**src/rtl/mem_port_arbiter_if.sv**
```systemverilog
// Bus bundle between the CPU fetch/data ports, the arbiter and the unified memory.
// The arbiter takes the slave view; the CPU/memory side takes the master view.
interface mem_port_arbiter_if;
  logic        i_req;
  logic [31:0] i_addr;
  logic        i_done;
  logic [31:0] i_rdata;
  logic        d_req;
  logic        d_we;
  logic [31:0] d_addr;
  logic [31:0] d_wdata;
  logic        d_done;
  logic [31:0] d_rdata;
  logic [31:0] mem_addr;
  logic [31:0] mem_wdata;
  logic        mem_re;
  logic        mem_we;
  logic [31:0] mem_rdata;
  logic        busy;

  modport slave (
    input  i_req, i_addr, d_req, d_we, d_addr, d_wdata, mem_rdata,
    output i_done, i_rdata, d_done, d_rdata, mem_addr, mem_wdata, mem_re, mem_we, busy
  );

  modport master (
    output i_req, i_addr, d_req, d_we, d_addr, d_wdata, mem_rdata,
    input  i_done, i_rdata, d_done, d_rdata, mem_addr, mem_wdata, mem_re, mem_we, busy
  );
endinterface

```
**src/rtl/mem_port_arbiter.sv**
```systemverilog
// Shares one fixed-latency single-ported memory between the fetch and data ports,
// one transaction at a time, with a req/done handshake towards the multicycle CPU.
module mem_port_arbiter #(
  parameter int LATENCY   = 4,
  parameter bit DATA_PRIO = 1'b1
) (
  input  logic                clk,
  input  logic                reset,
  mem_port_arbiter_if.slave   bus
);

  localparam logic [1:0] IDLE = 2'd0;
  localparam logic [1:0] BUSY = 2'd1;
  localparam logic [1:0] RESP = 2'd2;

  localparam logic [3:0] CNT_INIT = 4'(LATENCY - 1);

  logic [1:0]  r_state;
  logic [3:0]  r_cnt;
  logic        r_owner;
  logic        r_lastServed;
  logic        r_we;
  logic [31:0] r_memAddr;
  logic [31:0] r_memWdata;
  logic [31:0] r_iRdata;
  logic [31:0] r_dRdata;

  logic w_anyReq;
  logic w_grantData;
  logic w_cntZero;

  // Data wins when alone, under fixed priority, or when fetch was served last.
  always_comb begin
    w_anyReq    = bus.i_req | bus.d_req;
    w_grantData = bus.d_req & (~bus.i_req | DATA_PRIO | ~r_lastServed);
    w_cntZero   = (r_cnt == 4'd0);
  end

  always_ff @(posedge clk or negedge reset) begin
    if (!reset) begin
      r_state      <= IDLE;
      r_cnt        <= 4'd0;
      r_owner      <= 1'b0;
      r_lastServed <= 1'b0;
      r_we         <= 1'b0;
      r_memAddr    <= 32'd0;
      r_memWdata   <= 32'd0;
      r_iRdata     <= 32'd0;
      r_dRdata     <= 32'd0;
    end else begin
      case (r_state)
        IDLE: begin
          if (w_anyReq) begin
            r_owner      <= w_grantData;
            r_lastServed <= w_grantData;
            r_memAddr    <= w_grantData ? bus.d_addr : bus.i_addr;
            r_memWdata   <= w_grantData ? bus.d_wdata : 32'd0;
            r_we         <= w_grantData & bus.d_we;
            r_cnt        <= CNT_INIT;
            r_state      <= BUSY;
          end
        end
        BUSY: begin
          if (w_cntZero) begin
            if (!r_we) begin
              if (r_owner) r_dRdata <= bus.mem_rdata;
              else         r_iRdata <= bus.mem_rdata;
            end
            r_state <= RESP;
          end else begin
            r_cnt <= r_cnt - 4'd1;
          end
        end
        RESP:    r_state <= IDLE;
        default: r_state <= IDLE;
      endcase
    end
  end

  // Strobes are decoded from state so reset removes them without waiting for a clock.
  assign bus.busy      = (r_state != IDLE);
  assign bus.mem_re    = (r_state == BUSY) & ~r_we;
  assign bus.mem_we    = (r_state == BUSY) & r_we & w_cntZero;
  assign bus.i_done    = (r_state == RESP) & ~r_owner;
  assign bus.d_done    = (r_state == RESP) & r_owner;
  assign bus.mem_addr  = r_memAddr;
  assign bus.mem_wdata = r_memWdata;
  assign bus.i_rdata   = r_iRdata;
  assign bus.d_rdata   = r_dRdata;

endmodule

```
**src/flat_wrapper.sv**
```systemverilog
// flat-port wrapper written by rule: the top's interface ports become plain ports
module mem_port_arbiter_flat 
#(
  parameter int LATENCY   = 4,
  parameter bit DATA_PRIO = 1'b1
)
  (clk, reset, bus_i_req, bus_i_addr, bus_d_req, bus_d_we, bus_d_addr, bus_d_wdata, bus_mem_rdata, bus_i_done, bus_i_rdata, bus_d_done, bus_d_rdata, bus_mem_addr, bus_mem_wdata, bus_mem_re, bus_mem_we, bus_busy);
  mem_port_arbiter_if bus_i ();
  input  logic clk;
  input  logic reset;
  input wire logic [$bits(bus_i.i_req)-1:0] bus_i_req;
  input wire logic [$bits(bus_i.i_addr)-1:0] bus_i_addr;
  input wire logic [$bits(bus_i.d_req)-1:0] bus_d_req;
  input wire logic [$bits(bus_i.d_we)-1:0] bus_d_we;
  input wire logic [$bits(bus_i.d_addr)-1:0] bus_d_addr;
  input wire logic [$bits(bus_i.d_wdata)-1:0] bus_d_wdata;
  input wire logic [$bits(bus_i.mem_rdata)-1:0] bus_mem_rdata;
  output wire logic [$bits(bus_i.i_done)-1:0] bus_i_done;
  output wire logic [$bits(bus_i.i_rdata)-1:0] bus_i_rdata;
  output wire logic [$bits(bus_i.d_done)-1:0] bus_d_done;
  output wire logic [$bits(bus_i.d_rdata)-1:0] bus_d_rdata;
  output wire logic [$bits(bus_i.mem_addr)-1:0] bus_mem_addr;
  output wire logic [$bits(bus_i.mem_wdata)-1:0] bus_mem_wdata;
  output wire logic [$bits(bus_i.mem_re)-1:0] bus_mem_re;
  output wire logic [$bits(bus_i.mem_we)-1:0] bus_mem_we;
  output wire logic [$bits(bus_i.busy)-1:0] bus_busy;
  assign bus_i.i_req = bus_i_req;
  assign bus_i.i_addr = bus_i_addr;
  assign bus_i.d_req = bus_d_req;
  assign bus_i.d_we = bus_d_we;
  assign bus_i.d_addr = bus_d_addr;
  assign bus_i.d_wdata = bus_d_wdata;
  assign bus_i.mem_rdata = bus_mem_rdata;
  assign bus_i_done = bus_i.i_done;
  assign bus_i_rdata = bus_i.i_rdata;
  assign bus_d_done = bus_i.d_done;
  assign bus_d_rdata = bus_i.d_rdata;
  assign bus_mem_addr = bus_i.mem_addr;
  assign bus_mem_wdata = bus_i.mem_wdata;
  assign bus_mem_re = bus_i.mem_re;
  assign bus_mem_we = bus_i.mem_we;
  assign bus_busy = bus_i.busy;
  mem_port_arbiter #(.LATENCY(LATENCY), .DATA_PRIO(DATA_PRIO)) u_core (.clk(clk), .reset(reset), .bus(bus_i));
endmodule
```
**config.mk**
```make
export PLATFORM = sky130hd
export DESIGN_NAME = mem_port_arbiter_flat
export DESIGN_NICKNAME = d
export VERILOG_FILES = /design/src/rtl/mem_port_arbiter_if.sv /design/src/rtl/mem_port_arbiter.sv /design/src/flat_wrapper.sv
export SDC_FILE = /design/constraint.sdc
export NUM_CORES = 1
export LEC_CHECK = 0
export BUFFER_PORTS_ARGS = -buffer_cell sky130_fd_sc_hd__buf_4
export CELL_PAD_IN_SITES_DETAIL_PLACEMENT = 0
export CELL_PAD_IN_SITES_GLOBAL_PLACEMENT = 1
export CORE_AREA = 2 2 130 132
export CTS_CLUSTER_DIAMETER = 120
export DETAILED_ROUTE_END_ITERATION = 8
export DIE_AREA = 0 0 132 134
export PLACE_DENSITY_LB_ADDON = 0.05
export SYNTH_ARGS = -nofsm -noshare
export SYNTH_HDL_FRONTEND = slang
export SYNTH_SLANG_ARGS = --single-unit
```
**constraint.sdc**
```tcl
create_clock -name clk -period 2.9 [get_ports clk]
set_input_delay 0.145 -clock clk [delete_from_list [all_inputs] [get_ports clk]]
set_output_delay 0.145 -clock clk [all_outputs]
set_load 0.01 [all_outputs]
```
==> After elaboration in Yosys (flattened, before gate mapping) <==
Cells that the tools add are included.
{ "classes": {"bitwise": 9, "n_mux": 8, "reduce_logical": 9, "n_addsub": 1, "eq_ne": 5} }
{ "ops": {"columns": ["op", "n"], "rows": [
  ["32-bit 2-to-1 mux", 2],
  ["4-bit 2-to-1 mux", 2],
  ["4-bit case mux with 2 select lines", 1],
  ["4-bit AND reduction", 2],
  ["1-bit bitwise AND", 6],
  ["4-bit logical NOT", 1],
  ["2-bit 2-to-1 mux", 2],
  ["2-bit by 1-bit inequality test with 1-bit output (second input constant)", 2],
  ["2-bit case mux with 2 select lines", 1],
  ["2-bit AND reduction", 2],
  ["2-bit nonzero test", 2],
  ["4-bit by 1-bit subtractor with 4-bit output (second input constant)", 1],
  ["3-bit AND reduction", 1],
  ["2-bit by 1-bit equality test with 1-bit output (second input constant)", 1],
  ["2-bit equality test (second input constant)", 1],
  ["2-bit logical NOT", 1],
  ["2-bit inequality test (second input constant)", 1],
  ["1-bit inverter", 2],
  ["1-bit OR", 1]
]} }
{ "word_totals": {"word_cells": 40, "out_inout_bits": 133, "register_bits": 136} }

==> Longest topological paths before layout <==
Gate-level depths: netlist of the first run.
{ "depth": {"word_depth": 3, "mapped_depth": 7, "depth_no_buf": 5} }

==> Least setup slack after synthesis of the first run <==
Ideal clock, no wire load.
{ "synth_timing": {"kind": "reg2reg", "start": "register u_core.r_cnt[0]", "end": "register u_core.r_dRdata[0] (netlist: u_core.bus.d_rdata[0])", "required_ns": 2.775, "arrival_ns": 1.972, "path_buffers": 2, "path_stages_with_launch": 8, "setup_slack_ns": 0.803, "setup_ns": 0.125, "path_cell_list": "dfrtp_1 > inv_1 > ha_1 > or3b_1 > or4_1 > buf_6 > buf_12 > mux2_4"} }
{ "synth_between": {"elab_chain_len": 2} }
{ "synth_lines": {"columns": ["element", "line_no", "text"], "rows": [
  ["from (decl)", "mem_port_arbiter.sv:19", "logic [3:0] r_cnt;"],
  ["from (signal assigned)", "mem_port_arbiter.sv:71", "r_cnt <= r_cnt - 4'd1;"],
  ["4-bit logical NOT", "mem_port_arbiter.sv:36", "w_cntZero = (r_cnt == 4'd0);"],
  ["4-bit AND reduction (no line)", null, null],
  ["to (signal assigned)", "mem_port_arbiter.sv:66", "if (r_owner) r_dRdata <= bus.mem_rdata;"],
  ["to (decl)", "mem_port_arbiter.sv:26", "logic [31:0] r_dRdata;"]
]} }
No other way between the ends.
A chain may end at the register's enable or synchronous reset.

==> Final worst setup path of the first run <==
{ "layout_timing": {"start": "register u_core.r_cnt[0]", "end": "register u_core.r_dRdata[23] (netlist: u_core.bus.d_rdata[23])"} }
Same word-level chain as after synthesis.

==> summary.txt, run 1 <==
=====================================================================================================
Fraction of synthesized cell area in xor and xnor cells                                            0%
Core Rows                                                                                          47
Setup TNS Final                                                                                  0 ns
Most area-hungry cell type in the Yosys netlist                                          sky130_fd_sc_hd__dfrtp_1
Total nets after synthesis                                                                        537
Initial Util                                                                                   35.63%
Post-synthesis share of cell area spent on full adders, half adders and majority gates        0.4311%
Total count of hold-check failures in the final report                                              0
Most common cell in the synthesized netlist                                              sky130_fd_sc_hd__dfrtp_1
Syn-to-layout area delta                                                                       57.49%
Crit start category                                                                         flip-flop
WHS Path Cells                                                                                      3
Result of the run                                                                        complete, no violations
Count of nets left with antenna violations after detail routing                                     0
Cell at the root of the clock tree                                                       sky130_fd_sc_hd__clkbuf_16
Nets                                                                                              863
Number of clock sinks                                                                             136
Worst Hold Launch                                                                           bus_i_req
RD Place Congestion                                                                            0.7299
Launching point of the worst reg2reg path                                                u_core.r_cnt[0]
Worst rel slew slack                                                                           41.72%
Total of cells resized after clock tree synthesis                                                   0
Complex-gate fraction of the synthesized area                                                  11.88%
Port Buffer Count                                                                                 265
Synthesized cell area                                                                    0.005804 sq mm
Share of the clock period used by the worst path after layout                                  84.31%
Worst min-delay path category                                                            input port to flip-flop
Synthesized-area fraction occupied by and/or/nand/nor cells                                    2.414%
Power per cell area                                                                      1062 mW/mm^2
Static Leakage                                                                               4.618 nW
Max H-tree Level                                                                                    4
Std-Cell Core Area                                                                       0.01629 sq mm
Number of cells traversed by the worst register-to-register path                                    6
Share of the synthesized area in the top cell type                                             58.63%
Clk Latency, worst-skew pair                                                                  0.41 ns
Remaining routing DRC violations                                                                    0
Dpl hpwl                                                                                     10600 um
Max layer used                                                                                   met4
Routed wire length on met3                                                                    1034 um
Avg Vias per Cell                                                                               4.719
Mux cell area share after synthesis                                                            22.16%
CTS Buffer Depth                                                                                    2
#FFs+latches synth                                                                                136
Number of maximum-capacitance violations                                                            0
Combinational family with the most area after synthesis                                  multiplexers
Top FF cell, synth                                                                       sky130_fd_sc_hd__dfrtp_1
Via count                                                                                        4526
Total Wirelength                                                                             15710 um
Met2 wirelength from detailed routing                                                         7695 um
Wire length of the first global-routing pass                                                 24470 um
Slew Viols, Final                                                                                   0
Dominant cells by area after synthesis                                                   sky130_fd_sc_hd__dfrtp_1 (59%), sky130_fd_sc_hd__mux2_4 (16%), sky130_fd_sc_hd__mux2i_1 (5.9%)
DRT met1 WL                                                                                   6767 um
CTS Hold Bufs                                                                                      66
Endpoint of the worst register-to-register path                                          u_core.bus.d_rdata[23]
Number of buffers created by CTS                                                                   17
Detailed router's first-iteration violation count                                                 168
Most common library cells after synthesis                                                sky130_fd_sc_hd__dfrtp_1 (136), sky130_fd_sc_hd__mux2_4 (60), sky130_fd_sc_hd__a21oi_1 (34), sky130_fd_sc_hd__mux2i_1 (34), sky130_fd_sc_hd__a22o_1 (33)
Unrepaired setup endpoints after global routing                                                    no
Proportion of layout cells with a drive suffix above 1                                         50.34%
Critical path endpoint category                                                             flip-flop
Clock skew                                                                                0.009321 ns
Ports                                                                                             266
Async S/R FF share, synth                                                                      100.0%
Post-route total power                                                                       9.712 mW
Clock Pin Slew Worst Setup and Hold Paths                                                     0.06 ns
Maximum fanout along the worst path                                                                32
Setup CP Type                                                                            flip-flop to flip-flop
Largest net degree at the start of global routing                                                  95
DRT Pass-1 Iters                                                                                    4
Post-synth EDFFs                                                                                    0
Number of fillers in the final layout                                                            1416
Worst-Margin Slew                                                                           0.8742 ns
Mean cell area of the mapped netlist                                                      14.44 sq um
Routed wirelength normalized by instance count                                               16.38 um
Post-CTS Setup Repair Bufs                                                                          0
Number of global-route vias before repair                                                        4602
Endpoints failing setup                                                                             0
Part of the Yosys area used for sequential elements                                            58.63%
Maximum frequency from static timing analysis                                               409.0 MHz
CTS tree                                                                                         done
Total gr overflow                                                                                   0
Antenna Cells                                                                                       0
Antenna violations before repair                                                                    0
Worst EP required                                                                             3.19 ns
Post-layout minimum cycle time                                                               2.445 ns
Hold Crit Endpoint                                                                       u_core.r_owner
Synth unique cells                                                                                 30
Max VDD drop                                                                                 441.0 uV
Total of warnings raised by yosys                                                                   0
DIE AREA                                                                                 0.01769 sq mm
Chip height                                                                                    134 um
Mapped Cells                                                                                      402
Arrival @ worst endpoint                                                                      2.73 ns
Die Wd                                                                                         132 um
Global router's overall resource usage                                                         17.48%
Reg-to-reg slack, setup                                                                       0.46 ns
=====================================================================================================
[cells in the final DEF (no fill, tap or decap), types with 4 or more instances in the layout]
cell type                       count
sky130_fd_sc_hd__dlygate4sd3_1     66
sky130_fd_sc_hd__inv_1              5
sky130_fd_sc_hd__mux2_4            60
sky130_fd_sc_hd__a21oi_1           34
sky130_fd_sc_hd__a22o_1            33
sky130_fd_sc_hd__mux2i_1           34
sky130_fd_sc_hd__dfrtp_1          136
sky130_fd_sc_hd__clkbuf_16         17
sky130_fd_sc_hd__buf_4            273
sky130_fd_sc_hd__mux2_2             4
sky130_fd_sc_hd__a31oi_1           32
sky130_fd_sc_hd__clkinv_2           5
[cells by family after synthesis]
kind of cell / after synthesis
buffers and inverters: 39
AOI/OAI and AO/OA: 104
muxes: 98
DFF: 136
and+or+nand+nor: 23
adders and majority gates: 2
[registers in the layout (all words and copies together), names as in the netlist]
name and count:
u_core.r_state 2, u_core.r_owner 1, u_core.bus.d_rdata 32, u_core.r_cnt 4, u_core.bus.mem_wdata 32, u_core.bus.mem_addr 32
u_core.r_we 1, u_core.bus.i_rdata 32
[cell type report]
class / instances / area [sq um] / share of cell area [%]
clock inverters: 9 / 101.3 / 1.109
inverters: 5 / 18.77 / 0.2053
repair buffers: 341 / 2741 / 29.99
multi-input cells: 227 / 2151 / 23.53
clock buffers: 21 / 450.4 / 4.927
well taps: 220 / 275.3 / 3.011
flip-flops and latches: 136 / 3403 / 37.23
[worst max-delay path by stage]
| stage | start | end | cells past startpoint |
|---|---|---|---|
| finish | u_core.r_cnt[0] | u_core.bus.d_rdata[23] | 6 |
| global route | u_core.r_cnt[0] | u_core.bus.d_rdata[23] | 6 |
| CTS | u_core.r_cnt[0] | u_core.bus.d_rdata[23] | 6 |
| detailed placement | u_core.r_cnt[0] | u_core.bus.d_rdata[23] | 6 |
| global placement | u_core.r_cnt[0] | u_core.bus.i_rdata[23] | 6 |
| floorplan | u_core.r_cnt[0] | u_core.bus.d_rdata[0] | 7 |
[critical path, cell delays in order (launching register included)]
cell and delay [ns]:
sky130_fd_sc_hd__dfrtp_1 0.40, sky130_fd_sc_hd__inv_1 0.09, sky130_fd_sc_hd__ha_1 0.18, sky130_fd_sc_hd__or3b_1 0.38
sky130_fd_sc_hd__or4_2 0.55, sky130_fd_sc_hd__buf_4 0.34, sky130_fd_sc_hd__mux2_4 0.37
[per-stage QoR]
| stage | setup WS [ns] | util, % | std cells | area, sq um | hold WS, ns |
|---|---|---|---|---|---|
| floorplan | 0.8027 | - | 402 | 5804 | -0.1506 |
| global placement | 0.4963 | 48.68 | 863 | 7929 | 0.2773 |
| detailed placement | 0.4578 | 48.68 | 863 | 7929 | 0.2924 |
| CTS | 0.4444 | 56.12 | 959 | 9141 | 0.02494 |
| global route | 0.3658 | 56.12 | 959 | 9141 | 0.04805 |
| finish | 0.4551 | 56.12 | 959 | 9141 | 0.04199 |
[power breakdown]
| group | switching (mW) | internal (mW) |
|---|---|---|
| Clock | 0.768 | 1.27 |
| Sequential | 0.597 | 2.87 |
| Combinational | 1.77 | 2.44 |
| Total | 3.13 | 6.58 |
[per-layer routing]
metal | vias up | global-route usage, %
li1 | 2135 | -
met1 | 2193 | 22.46
met2 | 184 | 27.92
met3 | 14 | 5.140
met4 | 0 | 6.884
met5 | - | 0
No activity file was read; power rests on OpenSTA's default activity.
==> run 2: changes to the inputs <==
--- a/config.mk
+++ b/config.mk
@@ -8,10 +8,10 @@
 export BUFFER_PORTS_ARGS = -buffer_cell sky130_fd_sc_hd__buf_4
 export CELL_PAD_IN_SITES_DETAIL_PLACEMENT = 0
 export CELL_PAD_IN_SITES_GLOBAL_PLACEMENT = 1
-export CORE_AREA = 2 2 130 132
+export CORE_AREA = 2 2 136 138
 export CTS_CLUSTER_DIAMETER = 120
 export DETAILED_ROUTE_END_ITERATION = 8
-export DIE_AREA = 0 0 132 134
+export DIE_AREA = 0 0 138 140
 export PLACE_DENSITY_LB_ADDON = 0.05
 export SYNTH_ARGS = -nofsm -noshare
 export SYNTH_HDL_FRONTEND = slang
==> constraint.sdc (replaced) <==
create_clock -name clk -period 2 [get_ports clk]
set_input_delay 0.1 -clock clk [delete_from_list [all_inputs] [get_ports clk]]
set_output_delay 0.1 -clock clk [all_outputs]
set_load 0.01 [all_outputs]
==> summary.txt, run 2 (same netlist as run 1, synthesis figures left out) <==
===============================================================================
DRT Pass-1 Iters                                                              4
Antenna violations before repair                                              0
Footprint of the flip-flops and latches                            0.003403 sq mm
Worst min-delay path category                                      input port to flip-flop
Std-Cell Core Area                                                 0.01778 sq mm
Maximum frequency from static timing analysis                         467.3 MHz
Avg Vias per Cell                                                         4.717
Share of the clock period used by the worst path after layout            107.0%
Setup TNS Final                                                       -7.614 ns
Ports                                                                       266
Violated checks                                                    negative setup slack
Wire length of the first global-routing pass                           26300 um
Reg-to-reg slack, setup                                                -0.14 ns
Worst rel slew slack                                                     57.03%
Detailed router's first-iteration violation count                           161
Clock skew                                                           0.01165 ns
Max VDD drop                                                           688.8 uV
Total gr overflow                                                             0
Number of global-route vias before repair                                  4952
Cell at the root of the clock tree                                 sky130_fd_sc_hd__clkbuf_16
Post-layout minimum cycle time                                         2.140 ns
Endpoint of the worst register-to-register path                    u_core.bus.d_rdata[16]
Unrepaired setup endpoints after global routing                             yes
Endpoints failing setup                                                      65
RD Place Congestion                                                      0.7232
Launching point of the worst reg2reg path                          u_core.r_cnt[0]
Via count                                                                  4731
Initial Util                                                             32.65%
Area taken by multi-input logic gates                              0.002171 sq mm
WHS Path Cells                                                                3
Most frequent cells in the layout                                  sky130_fd_sc_hd__buf_4 (288), sky130_fd_sc_hd__dfrtp_1 (136), sky130_fd_sc_hd__dlygate4sd3_1 (76), sky130_fd_sc_hd__mux2_4 (60)
Die Wd                                                                   138 um
Global router's overall resource usage                                   17.09%
Clock Pin Slew Worst Setup and Hold Paths                               0.06 ns
Core Rows                                                                    49
Number of buffers created by CTS                                             17
Commonest non-fill, non-tap cell in the layout                     sky130_fd_sc_hd__buf_4
Syn-to-layout area delta                                                 65.90%
Maximum fanout along the worst path                                          16
Nets                                                                        896
Crit start category                                                   flip-flop
Clk Latency, worst-skew pair                                            0.41 ns
Post-layout utilization of the core                                      54.16%
Remaining routing DRC violations                                              0
Power per cell area                                                1535 mW/mm^2
DIE AREA                                                           0.01932 sq mm
Proportion of layout cells with a drive suffix above 1                   51.94%
Number of maximum-capacitance violations                                      0
Total Wirelength                                                       16630 um
Dpl hpwl                                                               10900 um
Number of clock sinks                                                       136
Total count of hold-check failures in the final report                        0
Fin worst setup slack                                                -0.1402 ns
Max H-tree Level                                                              4
Result of the run                                                  finished with violations
Largest stage delay on the critical path                                0.53 ns
Largest net degree at the start of global routing                            67
Worst Hold Launch                                                  bus_i_addr[0]
Setup CP Type                                                      flip-flop to flip-flop
Cell class contributing the biggest share of worst-path delay      simple AND/OR/NAND/NOR gates
Number of cells traversed by the worst register-to-register path              6
Number of fillers in the final layout                                      1567
Hold Crit Endpoint                                                 u_core.bus.mem_addr[0]
Arrival @ worst endpoint                                                2.43 ns
Routed wirelength normalized by instance count                         16.58 um
Worst-Margin Slew                                                     0.6446 ns
Antenna Cells                                                                 0
Ordered cell list for the critical path                            inv_2, ha_4, or3b_4, or4_4, buf_16, mux2_4
Slew Viols, Final                                                             0
CTS Buffer Depth                                                              2
Static Leakage                                                         4.850 nW
Worst EP required                                                       2.29 ns
CTS tree                                                                   done
Bufs and invs on worst path                                                   2
Post-route total power                                                 14.78 mW
Chip height                                                              140 um
Critical path endpoint category                                       flip-flop
Port Buffer Count                                                           265
Count of nets left with antenna violations after detail routing               0
Critical Path Slowest Stage Cell                                   sky130_fd_sc_hd__or4_4
===============================================================================
==> run 2: cell count changes in the layout (fill, tap and decap cells not counted), sizes merged <==
cell / change
bufinv: +1
buf: +21
clkinv: -1
inv: +2
clkinvlp: +2
dlygate4sd3: +10
==> run 2: power breakdown <==
| group | internal (mW) | leakage (nW) | total (mW) | switching (mW) |
|---|---|---|---|---|
| Sequential | 4.16 | 1.61 | 5.00 | 0.840 |
| Combinational | 3.86 | 2.96 | 6.60 | 2.74 |
| Clock | 1.98 | 0.285 | 3.18 | 1.20 |
==> run 2: worst min-delay path, cell delays in order <==
cell and delay, ns:
sky130_fd_sc_hd__buf_4 0.08, sky130_fd_sc_hd__mux2i_1 0.06, sky130_fd_sc_hd__a31oi_1 0.15
==> run 2: how the worst max path moves through the flow <==
| stage | start | end | cells past startpoint |
|---|---|---|---|
| floorplan | u_core.r_cnt[0] | u_core.bus.d_rdata[0] | 7 |
| global placement | u_core.r_cnt[0] | u_core.bus.d_rdata[6] | 6 |
| detailed placement | u_core.r_cnt[0] | u_core.bus.d_rdata[19] | 6 |
| CTS | u_core.r_cnt[0] | u_core.bus.d_rdata[16] | 6 |
| global route | u_core.r_cnt[0] | u_core.bus.d_rdata[9] | 6 |
| finish | u_core.r_cnt[0] | u_core.bus.d_rdata[16] | 6 |
==> run 2: cell type report <==
cell class / instances / area share [%]
Clock buffer: 19 / 4.496
Inverter: 5 / 0.1949
Multi-Input combinational cell: 227 / 22.54
Clock inverter: 13 / 1.767
Timing Repair Buffer: 374 / 32.68
Tap cell: 229 / 2.976
Sequential cell: 136 / 35.34
==> run 2: through the flow <==
stage,std cells,hold slack (ns),worst slack (ns),area [sq um]
finish,1003,0.01535,-0.1402,9629
global route,1003,0.02495,-0.1944,9629
CTS,1001,0.0001750,-0.1347,9579
detailed placement,880,0.08042,-0.2602,8038
global placement,880,0.07144,-0.2336,8038
floorplan,402,-0.1956,-0.09726,5804
==> run 2: timing repair <==
| item | in CTS | in global routing |
|---|---|---|
| endpoints found under the hold margin | 152 | 0 |
| gates resized for setup | 11 | 0 |
| setup buffers | 10 | 0 |
| gates cloned | 3 | 2 |
| pin swaps | 0 | 2 |
| setup endpoints to repair | 64 | 65 |
| hold buffers | 76 | 0 |
==> run 2: metal layers <==
layer | wire length [um] | GRT usage [%] | up-vias
met5 | 0 | 0 | -
met4 | 275 | 5.693 | 0
met3 | 1067 | 5.128 | 19
met2 | 8148 | 28.56 | 173
met1 | 7141 | 21.28 | 2324
li1 | - | - | 2215
==> run 3: changes to the inputs <==
--- a/config.mk
+++ b/config.mk
@@ -12,6 +12,8 @@
 export CTS_CLUSTER_DIAMETER = 120
 export DETAILED_ROUTE_END_ITERATION = 8
 export DIE_AREA = 0 0 138 140
+export GPL_ROUTABILITY_DRIVEN = 0
+export GPL_TIMING_DRIVEN = 0
 export PLACE_DENSITY_LB_ADDON = 0.05
 export SYNTH_ARGS = -nofsm -noshare
 export SYNTH_HDL_FRONTEND = slang
==> summary.txt, run 3 (same netlist as run 1, synthesis figures left out) <==
==============================================================================
Result of the run                                                 finished with violations
Violated checks                                                   negative setup slack
Cell at the root of the clock tree                                sky130_fd_sc_hd__clkbuf_16
Std-Cell Core Area                                                0.01778 sq mm
Maximum frequency from static timing analysis                        465.9 MHz
Count of nets left with antenna violations after detail routing              0
Power dissipated by switching net loads                               4.751 mW
Number of buffers created by CTS                                            17
Sw Ratio                                                                32.78%
Largest net degree at the start of global routing                           85
Dpl hpwl                                                              11610 um
Syn-to-layout area delta                                                64.52%
CTS tree                                                                  done
Port Buffer Count                                                          264
Most frequent cells in the layout                                 sky130_fd_sc_hd__buf_4 (270), sky130_fd_sc_hd__dfrtp_1 (136), sky130_fd_sc_hd__dlygate4sd3_1 (77), sky130_fd_sc_hd__mux2_4 (60)
WHS                                                                 0.01355 ns
Number of maximum-capacitance violations                                     0
Number of clock sinks                                                      136
Die Wd                                                                  138 um
Clock network power share                                                21.0%
Max H-tree Level                                                             4
Chip height                                                             140 um
Crit start category                                                  flip-flop
Total Wirelength                                                      16590 um
Worst min-delay path category                                     input port to flip-flop
Share of total power in sequential cells                                 34.7%
Static Leakage                                                        4.786 nW
Worst-Margin Slew                                                    0.7084 ns
Remaining routing DRC violations                                             0
Avg Vias per Cell                                                        4.687
Share of the clock period used by the worst path after layout           107.3%
Nets                                                                       905
Ports                                                                      266
Number of global-route vias before repair                                 5099
Endpoints failing setup                                                     63
Via count                                                                 4739
Clk Latency, worst-skew pair                                           0.41 ns
DIE AREA                                                          0.01932 sq mm
Maximum fanout along the worst path                                         10
Antenna Cells                                                                0
Core Rows                                                                   49
Clock skew                                                         0.008662 ns
Proportion of layout cells with a drive suffix above 1                  49.87%
Routed wirelength normalized by instance count                        16.41 um
DRT Pass-1 Iters                                                             4
Worst EP required                                                      2.29 ns
CTS Buffer Depth                                                             2
Initial Util                                                            32.65%
Power per cell area                                               1518 mW/mm^2
Share of total power in combinational logic                              44.4%
Critical path endpoint category                                      flip-flop
Slew Viols, Final                                                            0
Worst rel slew slack                                                    52.77%
Max VDD drop                                                          731.7 uV
Arrival @ worst endpoint                                               2.44 ns
Post-layout minimum cycle time                                        2.146 ns
Detailed router's first-iteration violation count                          168
Commonest non-fill, non-tap cell in the layout                    sky130_fd_sc_hd__buf_4
Global router's overall resource usage                                  17.44%
Pint                                                                  9.743 mW
Antenna violations before repair                                             0
Post-layout utilization of the core                                     53.71%
Wire length of the first global-routing pass                          27030 um
Fin worst setup slack                                               -0.1464 ns
Total gr overflow                                                            0
Clock Pin Slew Worst Setup and Hold Paths                              0.06 ns
Setup CP Type                                                     flip-flop to flip-flop
Total count of hold-check failures in the final report                       0
Unrepaired setup endpoints after global routing                            yes
==============================================================================
-- run 3: cell count changes in the layout (fill, tap and decap cells not counted), moves of 2 or more --
cell	before	now
sky130_fd_sc_hd__inv_6	3	1
sky130_fd_sc_hd__buf_4	288	270
sky130_fd_sc_hd__clkbuf_2	0	5
sky130_fd_sc_hd__clkbuf_16	19	17
sky130_fd_sc_hd__buf_1	0	7
sky130_fd_sc_hd__clkbuf_1	2	14
sky130_fd_sc_hd__clkinv_2	1	4
sky130_fd_sc_hd__clkinv_4	3	1
sky130_fd_sc_hd__buf_12	4	6
-- run 3: area by class of cell --
type,instances,area (sq um)
plain buffers,33,240.2
fillers,1570,8230
clock buffers,19,442.9
repair buffers,350,2864
clock inverters,12,127.6
well taps,229,286.5
flip-flops and latches,136,3403
multi-input cells,227,2166
inverters,5,18.77
-- run 3: worst paths after layout --
path / from / end / slack [ns] / depth (start not counted)
hold / removal: bus_i_addr[22] / u_core.bus.mem_addr[22] / 0.01 / 3
max in group asynchronous: reset / u_core.r_cnt[2] / 0.98 / 3
setup / recovery: u_core.r_cnt[0] / u_core.bus.d_rdata[5] / -0.15 / 7
setup reg to reg: u_core.r_cnt[0] / u_core.bus.d_rdata[5] / -0.15 / 7
min in group asynchronous: reset / u_core.bus.d_rdata[6] / 0.21 / 2
hold reg to reg: u_core.bus.mem_wdata[8] / u_core.bus.mem_wdata[8] / 0.50 / 1
-- run 3: layer usage --
| layer | GRT usage [%] | wire length, um |
|---|---|---|
| met1 | 22.24 | 7313 |
| met2 | 28.79 | 8163 |
| met3 | 4.650 | 894 |
| met4 | 6.176 | 219 |
| met5 | 0 | 0 |
-- run 3: per-stage QoR --
stage	setup slack [ns]	TNS, ns	cells	instance area (sq um)	total power, mW
floorplan	-0.09726	-5.830	402	5804	8.114
global placement	-0.2113	-12.53	895	8073	11.13
detailed placement	-0.2579	-16.20	896	8104	11.26
CTS	-0.1413	-7.591	1009	9528	14.65
global route	-0.1849	-10.33	1011	9549	15.40
finish	-0.1464	-7.444	1011	9549	14.49
-- run 3: critical path: stages (launching register included) --
cell	delay, ns
sky130_fd_sc_hd__dfrtp_1	0.39
sky130_fd_sc_hd__inv_2	0.08
sky130_fd_sc_hd__ha_4	0.13
sky130_fd_sc_hd__or3b_4	0.38
sky130_fd_sc_hd__or4_4	0.43
sky130_fd_sc_hd__buf_8	0.16
sky130_fd_sc_hd__buf_12	0.15
sky130_fd_sc_hd__mux2_4	0.30
-- run 3: what timing repair did --
item,in CTS,in global routing
setup buffers,5,2
endpoints found under the setup margin,106,102
gates resized for setup,10,11
hold endpoints to repair,156,0
hold buffers,77,0
gates cloned,1,0
-- run 3: power by group through the flow --
stage               registers, mW  logic, mW  clock network (mW)
CTS                          5.02       6.50                3.14
global placement             4.97       6.16                   0
global route                 5.21       6.93                3.25
floorplan                    5.54       2.58                   0
detailed placement           5.02       6.24                   0
finish                       5.03       6.43                3.04
